**config.mk**
```make
export PLATFORM = sky130hd
export DESIGN_NAME = pong_ctrl
export DESIGN_NICKNAME = d
export VERILOG_FILES = /design/src/rtl/pong_pkg.sv /design/src/rtl/btn_debounce.sv /design/src/rtl/pong_ctrl.sv
export SDC_FILE = /design/constraint.sdc
export NUM_CORES = 1
export LEC_CHECK = 0
export BUFFER_PORTS_ARGS = -buffer_cell sky130_fd_sc_hd__clkbuf_2
export CAP_MARGIN = 20
export CORE_AREA = 2 2 76 78
export DETAILED_ROUTE_END_ITERATION = 10
export DIE_AREA = 0 0 78 80
export HOLD_SLACK_MARGIN = 0.05
export MAX_ROUTING_LAYER = met4
export SYNTH_ARGS = -nofsm -noshare
export SYNTH_HDL_FRONTEND = slang
export SYNTH_HIERARCHICAL = 1
export SYNTH_SLANG_ARGS = --single-unit
```
**constraint.sdc**
```tcl
create_clock -name vga_clk_i -period 2.6 [get_ports vga_clk_i]
set_input_delay 0.52 -clock vga_clk_i [delete_from_list [all_inputs] [get_ports vga_clk_i]]
set_output_delay 0.52 -clock vga_clk_i [all_outputs]
set_load 0.01 [all_outputs]
```
**src/rtl/pong_pkg.sv**
```systemverilog
// -----------------------------------------------------------------------------
// pong_pkg
// Shared definitions for the pong game controller: FSM state encodings,
// score ceiling and default timing/lives parameters.
// No ports (package).
// -----------------------------------------------------------------------------
package pong_pkg;

  // Encodings are visible on the state output, so they are pinned explicitly.
  typedef enum logic [2:0] {
    ST_IDLE  = 3'd0,
    ST_SERVE = 3'd1,
    ST_PLAY  = 3'd2,
    ST_MISS  = 3'd3,
    ST_OVER  = 3'd4
  } pong_state_e;

  localparam logic [7:0] SCORE_MAX = 8'd255;

  localparam int DEBOUNCE_FRAMES_DEFAULT = 3;
  localparam int SERVE_FRAMES_DEFAULT    = 60;
  localparam int LIVES_INIT_DEFAULT      = 3;

endpackage

```
**src/rtl/btn_debounce.sv**
```systemverilog
// -----------------------------------------------------------------------------
// btn_debounce
// Synchronizes one raw push-button into the clock domain and debounces it at
// frame rate: the accepted level only follows the synchronized input after it
// has disagreed for DEBOUNCE_FRAMES consecutive frame ticks.
// Ports:
//   clk_i        block clock, rising edge
//   rst_ni       asynchronous active-low reset
//   frame_tick_i one-cycle pulse per video frame
//   btn_i        raw asynchronous button, active-high
//   level_o      debounced button level
// -----------------------------------------------------------------------------
module btn_debounce
  import pong_pkg::*;
#(
  parameter int DEBOUNCE_FRAMES = DEBOUNCE_FRAMES_DEFAULT
) (
  input  logic clk_i,
  input  logic rst_ni,
  input  logic frame_tick_i,
  input  logic btn_i,
  output logic level_o
);

  localparam logic [3:0] DebounceLast = 4'(DEBOUNCE_FRAMES);

  logic syncMeta_q;
  logic syncOut_q;
  logic [3:0] count_q;
  logic level_q;

  // Two-flop synchronizer followed by a frame-rate disagreement counter.
  // The counter only advances on frame ticks where the synchronized input
  // differs from the accepted level; any tick that agrees throws away the
  // partial count, so a short glitch never accumulates across frames.
  always_ff @(posedge clk_i or negedge rst_ni) begin
    if (!rst_ni) begin
      syncMeta_q <= 1'b0;
      syncOut_q  <= 1'b0;
      count_q    <= 4'd0;
      level_q    <= 1'b0;
    end else begin
      syncMeta_q <= btn_i;
      syncOut_q  <= syncMeta_q;
      if (frame_tick_i) begin
        if (syncOut_q != level_q) begin
          if (count_q + 4'd1 == DebounceLast) begin
            level_q <= syncOut_q;
            count_q <= 4'd0;
          end else begin
            count_q <= count_q + 4'd1;
          end
        end else begin
          count_q <= 4'd0;
        end
      end
    end
  end

  assign level_o = level_q;

endmodule

```
**src/rtl/pong_ctrl.sv**
```systemverilog
// -----------------------------------------------------------------------------
// pong_ctrl
// Game-flow controller for a VGA pong game: frame-tick extraction from vsync,
// debounced paddle buttons, serve timing, score and lives bookkeeping.
// Ports:
//   vga_clk_i     block clock, rising edge
//   rst_ni        asynchronous active-low reset
//   btn_up_i      raw up button, active-high
//   btn_down_i    raw down button, active-high
//   vsync_i       VGA frame sync, active-low pulse
//   ball_hit_i    one-cycle pulse, ball returned by paddle
//   ball_miss_i   one-cycle pulse, ball passed paddle
//   paddle_up_o   debounced up button level
//   paddle_down_o debounced down button level
//   run_o         ball motion enable (high exactly while in PLAY)
//   serve_o       one-cycle pulse to recentre the ball
//   score_o       saturating hit count
//   lives_o       remaining lives
//   state_o       current FSM state encoding
//   game_over_o   high only in OVER
// -----------------------------------------------------------------------------
module pong_ctrl
  import pong_pkg::*;
#(
  parameter int DEBOUNCE_FRAMES = DEBOUNCE_FRAMES_DEFAULT,
  parameter int SERVE_FRAMES    = SERVE_FRAMES_DEFAULT,
  parameter int LIVES_INIT      = LIVES_INIT_DEFAULT
) (
  input  logic       vga_clk_i,
  input  logic       rst_ni,
  input  logic       btn_up_i,
  input  logic       btn_down_i,
  input  logic       vsync_i,
  input  logic       ball_hit_i,
  input  logic       ball_miss_i,
  output logic       paddle_up_o,
  output logic       paddle_down_o,
  output logic       run_o,
  output logic       serve_o,
  output logic [7:0] score_o,
  output logic [1:0] lives_o,
  output logic [2:0] state_o,
  output logic       game_over_o
);

  localparam logic [7:0] ServeLast = 8'(SERVE_FRAMES);
  localparam logic [1:0] LivesRst  = 2'(LIVES_INIT);

  logic vsyncPrev_q;
  logic frameTick;
  logic upLevel;
  logic downLevel;
  logic upPrev_q;
  logic downPrev_q;
  logic pressEvent;

  pong_state_e state_q;
  logic        run_q;
  logic        serve_q;
  logic        gameOver_q;
  logic [7:0]  score_q;
  logic [1:0]  lives_q;
  logic [7:0]  frameCnt_q;

  // Registered copy of vsync so a falling edge can be seen as one clock
  // where the previous sample was high and the current one is low.
  always_ff @(posedge vga_clk_i or negedge rst_ni) begin
    if (!rst_ni) begin
      vsyncPrev_q <= 1'b0;
    end else begin
      vsyncPrev_q <= vsync_i;
    end
  end

  assign frameTick = vsyncPrev_q & ~vsync_i;

  btn_debounce #(
    .DEBOUNCE_FRAMES(DEBOUNCE_FRAMES)
  ) u_debounce_up (
    .clk_i       (vga_clk_i),
    .rst_ni      (rst_ni),
    .frame_tick_i(frameTick),
    .btn_i       (btn_up_i),
    .level_o     (upLevel)
  );

  btn_debounce #(
    .DEBOUNCE_FRAMES(DEBOUNCE_FRAMES)
  ) u_debounce_down (
    .clk_i       (vga_clk_i),
    .rst_ni      (rst_ni),
    .frame_tick_i(frameTick),
    .btn_i       (btn_down_i),
    .level_o     (downLevel)
  );

  // Previous debounced levels for rising-edge detection. Both buttons are
  // ORed into a single press event, so pressing both together counts once.
  always_ff @(posedge vga_clk_i or negedge rst_ni) begin
    if (!rst_ni) begin
      upPrev_q   <= 1'b0;
      downPrev_q <= 1'b0;
    end else begin
      upPrev_q   <= upLevel;
      downPrev_q <= downLevel;
    end
  end

  assign pressEvent = (upLevel & ~upPrev_q) | (downLevel & ~downPrev_q);

  // Game FSM with registered outputs. run, serve and game_over are set on the
  // same edge that moves the state, so they line up with the state register.
  // Hit and miss are only looked at in PLAY; a miss takes priority over a hit
  // arriving in the same cycle.
  always_ff @(posedge vga_clk_i or negedge rst_ni) begin
    if (!rst_ni) begin
      state_q    <= ST_IDLE;
      run_q      <= 1'b0;
      serve_q    <= 1'b0;
      gameOver_q <= 1'b0;
      score_q    <= 8'd0;
      lives_q    <= LivesRst;
      frameCnt_q <= 8'd0;
    end else begin
      case (state_q)
        ST_IDLE: begin
          run_q      <= 1'b0;
          serve_q    <= 1'b0;
          gameOver_q <= 1'b0;
          if (pressEvent) begin
            state_q    <= ST_SERVE;
            score_q    <= 8'd0;
            lives_q    <= LivesRst;
            serve_q    <= 1'b1;
            frameCnt_q <= 8'd0;
          end
        end
        ST_SERVE: begin
          run_q   <= 1'b0;
          serve_q <= 1'b0;
          if (frameTick) begin
            if (frameCnt_q + 8'd1 == ServeLast) begin
              state_q    <= ST_PLAY;
              run_q      <= 1'b1;
              frameCnt_q <= 8'd0;
            end else begin
              frameCnt_q <= frameCnt_q + 8'd1;
            end
          end
        end
        ST_PLAY: begin
          serve_q <= 1'b0;
          if (ball_miss_i) begin
            state_q <= ST_MISS;
            run_q   <= 1'b0;
          end else if (ball_hit_i) begin
            if (score_q != SCORE_MAX) begin
              score_q <= score_q + 8'd1;
            end
          end
        end
        ST_MISS: begin
          run_q   <= 1'b0;
          lives_q <= lives_q - 2'd1;
          if (lives_q == 2'd1) begin
            state_q    <= ST_OVER;
            gameOver_q <= 1'b1;
          end else begin
            state_q    <= ST_SERVE;
            serve_q    <= 1'b1;
            frameCnt_q <= 8'd0;
          end
        end
        ST_OVER: begin
          run_q   <= 1'b0;
          serve_q <= 1'b0;
          if (pressEvent) begin
            state_q    <= ST_IDLE;
            gameOver_q <= 1'b0;
          end
        end
        default: begin
          state_q    <= ST_IDLE;
          run_q      <= 1'b0;
          serve_q    <= 1'b0;
          gameOver_q <= 1'b0;
        end
      endcase
    end
  end

  assign paddle_up_o   = upLevel;
  assign paddle_down_o = downLevel;
  assign run_o         = run_q;
  assign serve_o       = serve_q;
  assign score_o       = score_q;
  assign lives_o       = lives_q;
  assign state_o       = state_q;
  assign game_over_o   = gameOver_q;

endmodule

```
After elaboration in Yosys (flattened, before gate mapping)
Cells that the tools add are included.
{ "totals": {"out_inout_bits": 18, "reg_bits": 41, "word_cells": 96, "input_bits": 7} }
{ "op_classes": {"reduce_logical": 12, "addsub": 5, "eq_ne": 21, "bitwise": 8, "n_mux": 32} }
{ "op_table": {"columns": ["op", "n"], "rows": [
  ["$mux W8", 7],
  ["$pmux W8 S3", 1],
  ["$ne A2 B2 Y1 const B", 10],
  ["$mux W3", 6],
  ["$add A8 B1 Y8 const B", 2],
  ["$mux W4", 4],
  ["$pmux W8 S2", 1],
  ["$pmux W3 S5", 1],
  ["$reduce_and A5 Y1", 2],
  ["$reduce_and A3 Y1", 3],
  ["$add A4 B1 Y4 const B", 2],
  ["$eq A4 B2 Y1 const B", 2],
  ["$eq A8 B6 Y1 const B", 1],
  ["$ne A8 B8 Y1 const B", 1],
  ["$mux W1", 7],
  ["$eq A3 B2 Y1 const B", 2],
  ["$not A1 Y1", 4],
  ["$pmux W1 S2", 2],
  ["$pmux W2 S2", 1],
  ["$reduce_and A4 Y1", 1],
  ["$reduce_bool A2 Y1", 2],
  ["$and A1 B1 Y1", 3],
  ["$eq A3 B1 Y1 const B", 1],
  ["$eq A3 B3 Y1 const B", 1],
  ["other kinds (10)", 11]
]} }

Logic depth before layout (Yosys ltp)
{ "depth": {"ltp_word": 5, "depth_mapped": 7, "mapped_depth_nobuf": 7} }

By module
Netlist, hierarchy kept.
{ "modules_own_cells": {"columns": ["mod", "cells_each", "seq_area_each_um2", "instances", "area_each_um2"], "rows": [
  ["pong_ctrl", 168, 678.2, 1, 1621.6],
  ["btn_debounce", 33, 175.2, 2, 357.8]
]} }

Least setup slack after synthesis
No wires, ideal clock.
{ "synth_path": {"path_kind": "input -> register", "startpoint": "in vsync_i", "endpoint": "reg frameCnt_q[4]", "slack_ps": 481, "cell_stages": 5, "t_required_ps": 2513, "path_buffers": 0, "t_arrival_ps": 2032, "setup_time_ps": 87, "cell_sequence": "nor2b_1 > and2_1 > o31ai_2 > or4_1 > o211ai_1"} }
{ "synth_via": {"elab_chain_len": 4} }
{ "synth_rtl": {"columns": ["item", "line_no", "text"], "rows": [
  ["start, declared", "pong_ctrl.sv:33", "input logic vsync_i,"],
  ["$not A1 Y1", "pong_ctrl.sv:75", "assign frameTick = vsyncPrev_q & ~vsync_i;"],
  ["$and A1 B1 Y1", "pong_ctrl.sv:75", null],
  ["$ne A2 B2 Y1 (no source line)", null, null],
  ["$reduce_and A4 Y1 (no source line)", null, null],
  ["end signal, assigned", "pong_ctrl.sv:147", "frameCnt_q <= frameCnt_q + 8'd1;"],
  ["end, declared", "pong_ctrl.sv:63", "logic [7:0] frameCnt_q;"]
]} }
Every way passes these cells.
A chain may end at the register's enable or synchronous reset.

Worst setup path after layout
{ "layout_path": {"startpoint": "reg lives_q[1] (netlist: lives_o[1])", "endpoint": "reg frameCnt_q[4]"} }
{ "layout_via": {"elab_chain_len": 3} }
{ "layout_rtl": {"columns": ["item", "line_no", "text"], "rows": [
  ["start, declared", "pong_ctrl.sv:62", "logic [1:0] lives_q;"],
  ["start signal, assigned", "pong_ctrl.sv:122", "lives_q <= LivesRst;"],
  ["start signal, assigned", "pong_ctrl.sv:133", "lives_q <= LivesRst;"],
  ["start signal, assigned", "pong_ctrl.sv:164", "lives_q <= lives_q - 2'd1;"],
  ["$eq A2 B1 Y1", "pong_ctrl.sv:165", "if (lives_q == 2'd1) begin"],
  ["$ne A2 B2 Y1 (no source line)", null, null],
  ["$reduce_and A4 Y1 (no source line)", null, null]
]} }
Every way passes these cells.

==> summary.md <==
| Metric | Value |
|---|---|
| Yosys top cell by area | dfrtp_1 |
| Drt drc | 0 |
| Final wirelength | 4600 um |
| Placed inst area | 2540 sq um |
| Die area | 6240 sq um |
| Initial antenna violation count | 0 |
| Die Span Y | 80 um |
| Largest net degree at the start of global routing | 24 |
| Worst Hold Class | input port to asynchronous set/reset pin |
| CTS clk-pin slew, worst paths | 80 ps |
| Worst hold slack | 197 ps |
| Leakage power | 1.16 nW |
| Final min period | 2000 ps |
| IO Pins | 25 |
| Layout cells sized above 1 | 20.5% |
| TritonCTS buffer count | 5 |
| Final count of hold timing violations | 0 |
| Synth area leaders | dfrtp_1 (42%), o21ai_0 (4.5%), ha_1 (4.3%) |
| Maximum VDD drop | 462 uV |
| Clock Tree Root | clkbuf_8 |
| # setup viols final | 0 |
| Fmax | 0.499 GHz |
| Outcome | finished clean |
| Global-route usage over all layers | 17.0% |
| Seq cells post-synth | 41 |
| Via count of the first global-routing pass | 1722 |
| Pre-CTS setup slack | 612 ps |
| Total congestion overflow | 0 |
| Dpl hpwl | 3410 um |
| Core area | 5410 sq um |
| Via density | 5.32 |
| # clock sinks | 41 |
| # fillers | 528 |
| Final WS setup | 597 ps |
| Initial cell density of the core | 43.2% |
| Fin util | 49.1% |
| Post-synth cell types | 57 |
| Yosys top cell area share | 41.8% |
| Syn avg cell area | 9.99 sq um |
| Hold-fix buffers, CTS | 0 |
| Type of origin of the critical path | register |
| Register area share after synthesis | 44.0% |
| Fin Setup TNS | 0 ps |
| CTS tree | yes |
| Buffers on Ports | 24 |
| DR WL/cell | 13.7 um |
| Multi-input gate area | 1230 sq um |
| Core Rows | 27 |
| Critical Path RT | 2810 ps |
| Vias | 1783 |
| CP endpoint kind | register |
| Max Cap Viol | 0 |
| Final period utilization | 77.0% |
| Post-synthesis cell area | 2340 sq um |
| Register Area | 1030 sq um |
| Clock skew | 7.26 ps |
| RSZ-0062 raised after global routing | false |
| PostCTS Resize Cnt | 0 |
| GPL Wtd Cong | 0.873 |
| Max Root-Sink Buffers | 2 |
| Design area | 2650 sq um |
| Most used DFF post-synth | dfrtp_1 |
| EDFF count, synth | 0 |
| Initial DRC Count | 98 |
| Post-CTS Setup Bufs | 0 |
| Max-slew violations | 0 |
| Power Dens Cells | 999 nW/um^2 |
| Synthesis-to-finish area growth | 13.5% |
| Clk_lat worst skew | 290 ps |
| Post-Synthesis Cells | 234 |
| Critical path fanouts, max | 8 |
| Worst path arrival time | 2210 ps |
| Ys async rst share | 100% |
| YS warnings | 6 |
| Worst-Margin Slew | 592 ps |
| First drt pass iteration count | 4 |
| Ant diodes | 0 |
| Global-route wire length before repair | 8140 um |
| Syn nets | 249 |
| Chip width | 78 um |
| Fin nets | 277 |
| Post-route ant nets | 0 |
| Relative slew slack | 60.5% |
| Htree depth | 2 |
| Setup CP Type | register to register |
worst max-delay path, stage by stage (launching register included):
cell	delay (ps)
dfstp_2	560
inv_1	50
ha_1	210
nand2b_1	170
a21oi_2	200
o31ai_2	160
or4_1	490
o211ai_1	100
layout by cell type (no fill, tap or decap), types with 2 or more instances in the layout:
master | synthesis | layout
a21oi_1 | 7 | 7
xor2_1 | 4 | 4
o21ai_0 | 21 | 21
o2111ai_1 | 4 | 4
nand3_1 | 7 | 7
inv_1 | 10 | 10
nor3_1 | 3 | 3
o31ai_1 | 2 | 2
or2_2 | 2 | 2
a22oi_1 | 3 | 3
clkbuf_8 | 0 | 6
o211a_1 | 2 | 2
buf_4 | 1 | 2
clkbuf_2 | 1 | 24
nor3b_1 | 2 | 2
or3_1 | 2 | 2
nand4_1 | 2 | 2
and2_1 | 2 | 2
nand2_1 | 26 | 26
a32o_1 | 2 | 2
and3b_1 | 2 | 2
xnor2_1 | 5 | 5
a31oi_1 | 3 | 3
ha_1 | 8 | 8
a21boi_1 | 2 | 2
nor2b_1 | 8 | 8
o31ai_2 | 3 | 3
dfrtp_1 | 39 | 39
o211ai_1 | 7 | 7
nand2b_1 | 6 | 6
dfstp_2 | 2 | 2
nand3_2 | 2 | 2
o22ai_1 | 2 | 2
nor2_1 | 15 | 15
mux2_4 | 2 | 2
cell usage after synthesis (3+ instances only):
library cell / n
nand3_1: 7
nor3_1: 3
nor2_1: 15
inv_1: 10
o21ai_0: 21
o31ai_2: 3
nand2_1: 26
o211ai_1: 7
a31oi_1: 3
a22oi_1: 3
a21oi_1: 7
xor2_1: 4
ha_1: 8
nand2b_1: 6
o2111ai_1: 4
xnor2_1: 5
nor2b_1: 8
dfrtp_1: 39
final timing paths:
kind	start	end	slack, ps	cells after the start
max	lives_o[1]	frameCnt_q[4]	600	7
min	rst_ni	u_debounce_up/count_q[2]	200	1
max reg2reg	lives_o[1]	frameCnt_q[4]	600	7
min reg2reg	u_debounce_down/syncMeta_q	u_debounce_down/syncOut_q	360	0
max in group asynchronous	rst_ni	lives_o[1]	1810	2
min in group vga_clk_i	btn_down_i	u_debounce_down/syncMeta_q	330	1
state kept, by name (all words and copies together) (netlist names):
| name | cells |
|---|---|
| run_o | 1 |
| downPrev_q | 1 |
| u_debounce_up/syncOut_q | 1 |
| serve_o | 1 |
| vsyncPrev_q | 1 |
| frameCnt_q | 8 |
| u_debounce_up/level_o | 1 |
| u_debounce_down/syncOut_q | 1 |
| state_o | 3 |
| lives_o | 2 |
| upPrev_q | 1 |
| u_debounce_down/syncMeta_q | 1 |
| u_debounce_down/count_q | 4 |
| u_debounce_up/count_q | 4 |
| u_debounce_up/syncMeta_q | 1 |
| u_debounce_down/level_o | 1 |
| score_o | 8 |
| game_over_o | 1 |
power by group:
group          switching [W]  internal (W)
sequential          0.000293      0.000838
clock               0.000218      0.000313
combinational       0.000528      0.000462
kinds of logic after synthesis:
logic type               Yosys count  share of synthesized area, %
buffers and inverters             16                          3.53
adder cells (fa/ha/maj)            8                          4.28
XOR/XNOR                           9                          3.37
AND/OR/NAND/NOR                   89                          21.8
flip-flops                        41                          44.0
multiplexers                       2                          1.28
AO/OA/AOI/OAI                     69                          21.7
through the flow:
| step | cells | power (W) |
|---|---|---|
| detailed placement | 327 | 0.00214 |
| CTS | 335 | 0.00269 |
| floorplan | 234 | 0.00190 |
| global placement | 327 | 0.00213 |
| global route | 335 | 0.00289 |
| finish | 335 | 0.00265 |
metal layers:
metal  global-route usage, %  vias up  part of all wire [%]
li1                        -      914                     -
met1                    22.2      848                    49
met2                    26.4       17                    47
met3                    3.96        4                   3.0
met4                    5.61        0                  0.80
met5                       -        -                     0
final cells by class:
cell class / count / area share, %
clock buffers: 7 / 3.25
repair buffers: 27 / 5.85
clock inverters: 1 / 1.13
inverters: 10 / 1.41
multi-input cells: 177 / 46.2
well taps: 72 / 3.39
flip-flops and latches: 41 / 38.8
Power figures use the tool's default switching activity.
